File: config.mk
export PLATFORM = sky130hd
export DESIGN_NAME = pc_fetch_unit
export DESIGN_NICKNAME = d
export VERILOG_FILES = /design/src/rtl/pc_fetch_unit_pkg.sv /design/src/rtl/pc_fetch_unit_pipe_reg.sv /design/src/rtl/pc_fetch_unit.sv
export SDC_FILE = /design/constraint.sdc
export NUM_CORES = 1
export LEC_CHECK = 0
export ABC_AREA = 1
export CAP_MARGIN = 20
export CORE_MARGIN = 2
export CORE_UTILIZATION = 45
export CTS_BUF_LIST = sky130_fd_sc_hd__clkbuf_4
export DETAILED_ROUTE_END_ITERATION = 7
export PLACE_DENSITY = 0.87
export SLEW_MARGIN = 20
export SYNTH_ARGS = -nofsm -noshare
export SYNTH_HDL_FRONTEND = slang
export SYNTH_HIERARCHICAL = 1
export SYNTH_SLANG_ARGS = --single-unit
File: constraint.sdc
create_clock -name clk -period 1.5 [get_ports clk]
set_input_delay 0.3 -clock clk [delete_from_list [all_inputs] [get_ports clk]]
set_output_delay 0.3 -clock clk [all_outputs]
set_load 0.01 [all_outputs]
File: src/rtl/pc_fetch_unit_pkg.sv
// Shared types and default constants for the program-counter fetch unit.
package pc_pkg;

  typedef enum logic [1:0] {
    BOOT = 2'd0,
    RUN  = 2'd1,
    HALT = 2'd2
  } pc_state_e;

  localparam int unsigned PC_INSTR_BYTES = 4;
  localparam logic [31:0] PC_RESET_VEC   = 32'h0000_0000;
  localparam logic [31:0] PC_TRAP_VEC    = 32'h0000_0100;

endpackage

File: src/rtl/pc_fetch_unit_pipe_reg.sv
// Generic pipeline register with synchronous reset, synchronous clear and enable.
module pipe_reg #(
  parameter int unsigned WIDTH = 8
) (
  input  logic             clk_i,
  input  logic             rst_i,
  input  logic             clr_i,
  input  logic             en_i,
  input  logic [WIDTH-1:0] d_i,
  output logic [WIDTH-1:0] q_o
);

  logic [WIDTH-1:0] data_q;

  always_ff @(posedge clk_i) begin
    if (rst_i || clr_i) begin
      data_q <= '0;
    end else if (en_i) begin
      data_q <= d_i;
    end
  end

  assign q_o = data_q;

endmodule

File: src/rtl/pc_fetch_unit.sv
// Program counter with boot/run/halt control and IF/ID register.
// Define PC_MISALIGN_TRAP_EN to redirect misaligned targets to TRAP_VEC.
module pc_fetch_unit
  import pc_pkg::*;
#(
  parameter int unsigned     XLEN        = 32,
  parameter logic [XLEN-1:0] RESET_VEC   = XLEN'(PC_RESET_VEC),
  parameter int unsigned     INSTR_BYTES = PC_INSTR_BYTES,
  parameter logic [XLEN-1:0] TRAP_VEC    = XLEN'(PC_TRAP_VEC)
) (
  input  logic            clk,
  input  logic            rst,
  input  logic            stall,
  input  logic            redirect_valid,
  input  logic [XLEN-1:0] redirect_target,
  input  logic            flush,
  input  logic            halt_req,
  input  logic            resume,
  output logic [XLEN-1:0] pc_out,
  output logic            pc_valid,
  output logic [XLEN-1:0] ifid_pc,
  output logic [XLEN-1:0] ifid_pc_plus4,
  output logic            ifid_valid,
  output logic            halted,
  output logic            misalign_trap
);

`ifdef PC_MISALIGN_TRAP_EN
  localparam bit TRAP_EN = 1'b1;
`else
  localparam bit TRAP_EN = 1'b0;
`endif

  localparam logic [XLEN-1:0] LOW_MASK = XLEN'(INSTR_BYTES - 1);
  localparam logic [XLEN-1:0] STEP     = XLEN'(INSTR_BYTES);

  pc_state_e       state_q, state_d;
  logic [XLEN-1:0] pc_q, pc_d, pc_plus, redir_pc;
  logic            trap_q, trap_d, redir_trap;
  logic            ifid_en, ifid_clr;
  logic [2*XLEN:0] ifid_d, ifid_q;

  assign pc_plus = pc_q + STEP;

  // With trapping disabled, the misalign test is constant-false and the
  // target is simply aligned down; aligned targets pass unchanged either way.
  assign redir_trap = TRAP_EN && ((redirect_target & LOW_MASK) != '0);
  assign redir_pc   = redir_trap ? TRAP_VEC : (redirect_target & ~LOW_MASK);

  always_comb begin
    state_d  = state_q;
    pc_d     = pc_q;
    trap_d   = 1'b0;
    ifid_en  = 1'b0;
    ifid_clr = flush;
    unique case (state_q)
      BOOT: state_d = RUN;
      RUN: begin
        if (redirect_valid) begin
          pc_d     = redir_pc;
          trap_d   = redir_trap;
          ifid_clr = 1'b1;
        end else begin
          if (!stall) begin
            pc_d    = pc_plus;
            ifid_en = 1'b1;
          end
          if (halt_req) begin
            state_d  = HALT;
            ifid_clr = 1'b1;
          end
        end
      end
      HALT: begin
        if (redirect_valid) begin
          pc_d     = redir_pc;
          trap_d   = redir_trap;
          ifid_clr = 1'b1;
        end
        if (resume) state_d = RUN;
      end
      default: state_d = BOOT;
    endcase
  end

  always_ff @(posedge clk) begin
    if (rst) begin
      state_q <= BOOT;
      pc_q    <= RESET_VEC;
      trap_q  <= 1'b0;
    end else begin
      state_q <= state_d;
      pc_q    <= pc_d;
      trap_q  <= trap_d;
    end
  end

  assign pc_valid = (state_q == RUN);
  assign ifid_d   = {pc_q, pc_plus, pc_valid};

  pipe_reg #(
    .WIDTH(2 * XLEN + 1)
  ) u_ifid (
    .clk_i(clk),
    .rst_i(rst),
    .clr_i(ifid_clr),
    .en_i (ifid_en),
    .d_i  (ifid_d),
    .q_o  (ifid_q)
  );

  assign pc_out        = pc_q;
  assign halted        = (state_q == HALT);
  assign misalign_trap = trap_q;
  assign ifid_pc       = ifid_q[2*XLEN:XLEN+1];
  assign ifid_pc_plus4 = ifid_q[XLEN:1];
  assign ifid_valid    = ifid_q[0];

endmodule
# After elaboration in Yosys (flattened, before gate mapping)

Index checks and enable logic that the tools add are counted.

Output and inout bits: 100
Register bits: 99

Reduce and logical (&&, ||, !) cells: 5
Eq/ne operators: 7
Muxes and demuxes: 15
$add $sub $neg: 1

Operator list:

| cell                    | number |
|---|---|
| $mux W32                | 3 |
| $pmux W32 S2            | 1 |
| $add A32 B3 Y32 const B | 1 |
| $ne A2 B2 Y1 const B    | 4 |
| $mux W1                 | 6 |
| $mux W2                 | 3 |
| $pmux W2 S3             | 1 |
| $reduce_and A3 Y1       | 2 |
| $ne A3 B3 Y1 const B    | 1 |
| $eq A2 B1 Y1 const B    | 1 |
| $eq A2 B2 Y1 const B    | 1 |
| $logic_not A2 Y1        | 1 |
| $pmux W1 S2             | 1 |
| $reduce_bool A2 Y1      | 1 |
| $logic_or A1 B1 Y1      | 1 |

# Depth between registers and ports, before layout

Depth after elaboration: 4
Mapped depth: 12

# Cells and area by module

The synthesis kept the hierarchy.

By module, submodules not included:

| module        | seq. area each (um^2) | area an instance (um^2) | times used | cells each |
|---|---|---|---|---|
| pipe_reg      | 1301.2                | 2645.0                  | 1          | 412 |
| pc_fetch_unit | 640.6                 | 2384.8                  | 1          | 366 |

# Worst setup path after synthesis

OpenSTA, ideal clock, no wires.

Path type: register to register
Start point: register state_q[0]
End point: register pc_q[15] (netlist: pc_out[15])
Cell stages (with the launch flop): 9
Required time: 1.430 ns
Setup slack: -0.090 ns
Arrival: 1.520 ns
Cell sequence: dfxtp_1 -> inv_1 -> ha_1 -> o21ai_0 -> nand2_1 -> inv_2 -> buf_1 -> a21oi_1 -> a21oi_1

Cells in the longest elaborated chain, start to end: 3
Elaborated cells between the ends (all ways): 7

RTL lines:

| item                                                                | RTL line            | RTL |
|---|---|---|
| start: declaration                                                  | pc_fetch_unit.sv:37 | `pc_state_e state_q, state_d;` |
| start signal: assignment                                            | pc_fetch_unit.sv:92 | `state_q <= state_d;` |
| $eq A2 B2 Y1 (*)                                                    | --                  |  |
| via halted                                                          | pc_fetch_unit.sv:24 | `output logic halted,` |
| $ne A2 B2 Y1 (no line) / $reduce_bool A2 Y1 (equally long branches) | --                  |  |
| $reduce_and A3 Y1 (no line)                                         | --                  |  |
| end signal: assignment                                              | pc_fetch_unit.sv:93 | `pc_q <= pc_d;` |
| end: declaration                                                    | pc_fetch_unit.sv:38 | `logic [XLEN-1:0] pc_q, pc_d, pc_plus, redir_pc;` |

Mark *: on every way through the listed nets, which the timed path passes. The rest lies on a longest branch.
A chain may end at the register's enable or synchronous reset.

# Worst setup path after layout

Start point: register pc_q[20] (netlist: pc_out[20])
End point: register u_ifid.data_q[31] (netlist: u_ifid/q_o[31])

Cells in the longest elaborated chain, start to end: 1

RTL lines:

| item                   | RTL line                     | RTL |
|---|---|---|
| $add A32 B3 Y32        | pc_fetch_unit.sv:43          | `assign pc_plus = pc_q + STEP;` |
| via pc_plus[30]        | pc_fetch_unit.sv:38          |  |
| end signal: assignment | pc_fetch_unit_pipe_reg.sv:19 | `data_q <= d_i;` |
| end: declaration       | pc_fetch_unit_pipe_reg.sv:13 | `logic [WIDTH-1:0] data_q;` |

The timed path passes the listed nets, and every way through them passes these cells.

==> flow_metrics.py <==
metrics = {
    "worst_setup_path": {
        "start_kind": "flip-flop",
        "reg2reg_to": "u_ifid/q_o[31]",
        "crit_type": "flip-flop to flip-flop",
        "path_max_fanout": 6,
        "end_kind": "flip-flop",
        "cp.arrival_ns": 2.23,
        "required_ns": 1.89,
        "timing.rr.start": "pc_out[20]",
        "regToRegSetupSlack_ns": -0.34,
        "reg2reg_depth": 12,
    },
    "global_routing": {
        "grt_max_degree": 30,
        "grt_overflow": 0,
        "grt.total_usage_pct": 31.6,
        "grt_pass1_vias": 5791,
        "grt_pass1_wl_um": 28900,
        "antenna_found_initial": 0,
    },
    "synthesis": {
        "synthXorXnorAreaFrac_pct": 3.81,
        "syn_area_per_cell_um2": 6.47,
        "synthAdderAreaFrac_pct": 0.995,
        "yosysSeqAreaShare_pct": 38.6,
        "synth-compound-area-share_pct": 9.70,
        "synthCells": 778,
        "synth_mux_area_share_pct": 0,
        "ys_async_sr_fraction_pct": 0,
        "synth_warnings": 6,
        "syn_area_um2": 5030,
        "synth_area_leader_cell": "dfxtp_1",
        "yosysMostFrequentCell": "nand2_1",
        "synth.area.top_cells": "dfxtp_1 (39%), nand2_1 (18%), nor2_1 (12%)",
        "synth_top_family_by_area": "simple AND/OR/NAND/NOR gates",
        "synth_commonest_cells": "nand2_1 (235), nor2_1 (156), dfxtp_1 (97), inv_1 (89), a21oi_1 (59)",
        "synth_simple_gate_area_share_pct": 36.1,
        "synth_edf_count": 0,
        "netlist-cell-type-count": 28,
        "netlist.area_leader.share_pct": 38.6,
        "ys_ff_latch": 97,
        "yosys_most_used_dff": "dfxtp_1",
    },
    "place": {
        "place_congestion": 0.884,
        "io_buffers": 133,
        "pre_cts_ws_ns": -0.359,
        "dp_hpwl_um": 10700,
    },
    "min_path": {
        "hold_path_end": "pc_out[2]",
        "min_path_type": "input port to flip-flop",
        "min_from": "redirect_target[2]",
        "whs_path_depth": 3,
    },
    "clock_network": {
        "cts_hold_buf": 0,
        "path_clk_slew_ns": 0.17,
        "cts_buffers": 9,
        "clk_latency_ns": 0.50,
        "htreeDepth": 3,
        "cts.sinks": 97,
        "cts_tree": "done",
        "clk_path_buf_depth": 2,
        "cts-root-buf": "clkbuf_4",
    },
    "timing": {
        "setup_violations": 98,
        "fin_crit_ns": 1.84,
        "maxSlewViolCount": 0,
        "post-route-period-util_pct": 122,
        "hold_viol": 0,
        "rsz0062_at_grt": "true",
        "clock_skew_ns": 0.0227,
        "setup_ws_ns": -0.336,
        "fmax_mhz": 545,
    },
    "route": {
        "dr.pass1.iters": 8,
        "num_vias": 6552,
        "routed_via_density": 5.69,
        "wl_um": 22700,
        "wl_per_cell_um": 19.7,
        "drc": 1,
        "drt_first_iter_violations": 670,
        "ant_nets": 0,
    },
    "layout": {
        "multiInputGateArea_um2": 3330,
        "drive_above_1_share_pct": 36.1,
        "nets": 1050,
        "n_fill_cell": 656,
        "syn_to_final_growth_pct": 69.4,
        "antennaDiodeCount": 0,
        "seqCellArea_um2": 2040,
    },
    "power_and_ir_drop": {
        "irDropWorstVdd_uv": 1000,
        "leakage_nw": 3.57,
        "power_w": 0.0142,
        "power_density_nw_per_um2": 1660,
    },
    "run_status": {
        "violations": "DRC, setup timing",
        "outcome": "finished with violations",
    },
    "floorplanning": {
        "start_util_pct": 46.2,
        "core_area_um2": 10900,
        "rows": 38,
        "die-area_um2": 12000,
        "die_w_um": 110,
        "io_pins": 139,
        "die_y_um": 110,
    },
    "flow_run": {
        "max_cap_viol_count": 0,
    },
}
-- where the power goes --
part           switching, W  internal [W]  total [W]
sequential         0.000563       0.00328    0.00384
combinational       0.00488       0.00389    0.00877
clock               0.00102      0.000529    0.00155
total               0.00647       0.00770     0.0142
-- layer usage --
layer  global-route usage [%]  up-vias  share of wire (%)
met3                     8.06      197                 11
met5                        0        -                  0
li1                         -     2805                  -
met2                     56.4      556                 48
met4                     16.0        0                7.7
met1                     34.4     2994                 34
-- per-stage QoR --
stage | setup TNS [ns] | utilization, % | instance area (um^2) | hold WS, ns | cells
global route | -24.69 | 78.3 | 8520 | 0.367 | 1152
detailed placement | -25.48 | 64.1 | 6980 | 0.462 | 1085
finish | -19.18 | 78.3 | 8520 | 0.373 | 1152
global placement | -20.45 | 64.1 | 6980 | 0.457 | 1085
CTS | -8.00 | 73.1 | 7960 | 0.393 | 1142
floorplan | 0 | - | 5070 | 0.371 | 784
-- registers in the layout, summed over array words and instances (netlist names) --
name        cells
state_q         2
pc_out         30
u_ifid/q_o     65
-- worst max-delay path by stage --
stage	startpoint	end	slack (ns)	cells past startpoint
global placement	redirect_valid	pc_out[5]	-0.26	6
detailed placement	redirect_valid	pc_out[16]	-0.36	7
CTS	state_q[0]	pc_out[24]	-0.18	12
floorplan	pc_out[13]	u_ifid/q_o[22]	0.01	10
finish	pc_out[20]	u_ifid/q_o[31]	-0.34	12
global route	pc_out[2]	u_ifid/q_o[21]	-0.37	12
-- cell type report --
cell class	instances	area share (%)
multi-input combinational	558	39.1
clock inverter	6	0.778
sequential	97	24.0
inverter	91	4.30
timing repair buffer	250	28.9
clock buffer	10	0.881
tap	140	2.06
-- cells by family after synthesis --
kind of cell | Yosys count
other | 1
DFF | 97
buffers and inverters | 129
AOI/OAI and AO/OA | 95
adders and majority gates | 4
xor gates and xnor gates | 15
and+or+nand+nor | 437
-- what timing repair did --
item / 4_1_cts / 5_1_grt
setup endpoints to repair: 192 / 119
setup buffers: 32 / 15
pin swaps: 24 / 75
resized for setup: 299 / 182
cloned: 9 / 2
-- placed cells by master, fill, tap and decap left out, types with 13 or more instances in the layout --
master / n
nand2_1: 193
nor2_1: 127
inv_1: 83
buf_4: 80
dlygate4sd2_1: 74
dfxtp_1: 63
clkdlybuf4s50_1: 36
a21oi_2: 30
nor2_2: 27
nand2_2: 27
nand2_4: 24
dfxtp_4: 24
nor2_4: 18
buf_6: 17
buf_12: 16
a21oi_4: 15
o21ai_1: 15
a21oi_1: 14
o21ai_2: 13
-- critical path: stages, from the launching register on --
cell     delay [ns]
dfxtp_4        0.38
buf_4          0.17
nand2_1        0.12
nor2_1         0.24
nand2_1        0.10
nor2_1         0.19
nand2_1        0.10
nand2_1        0.09
nand2_1        0.09
inv_1          0.07
nand2_1        0.05
nand2_1        0.07
nor2_1         0.04
(Power assumes the default switching activity.)
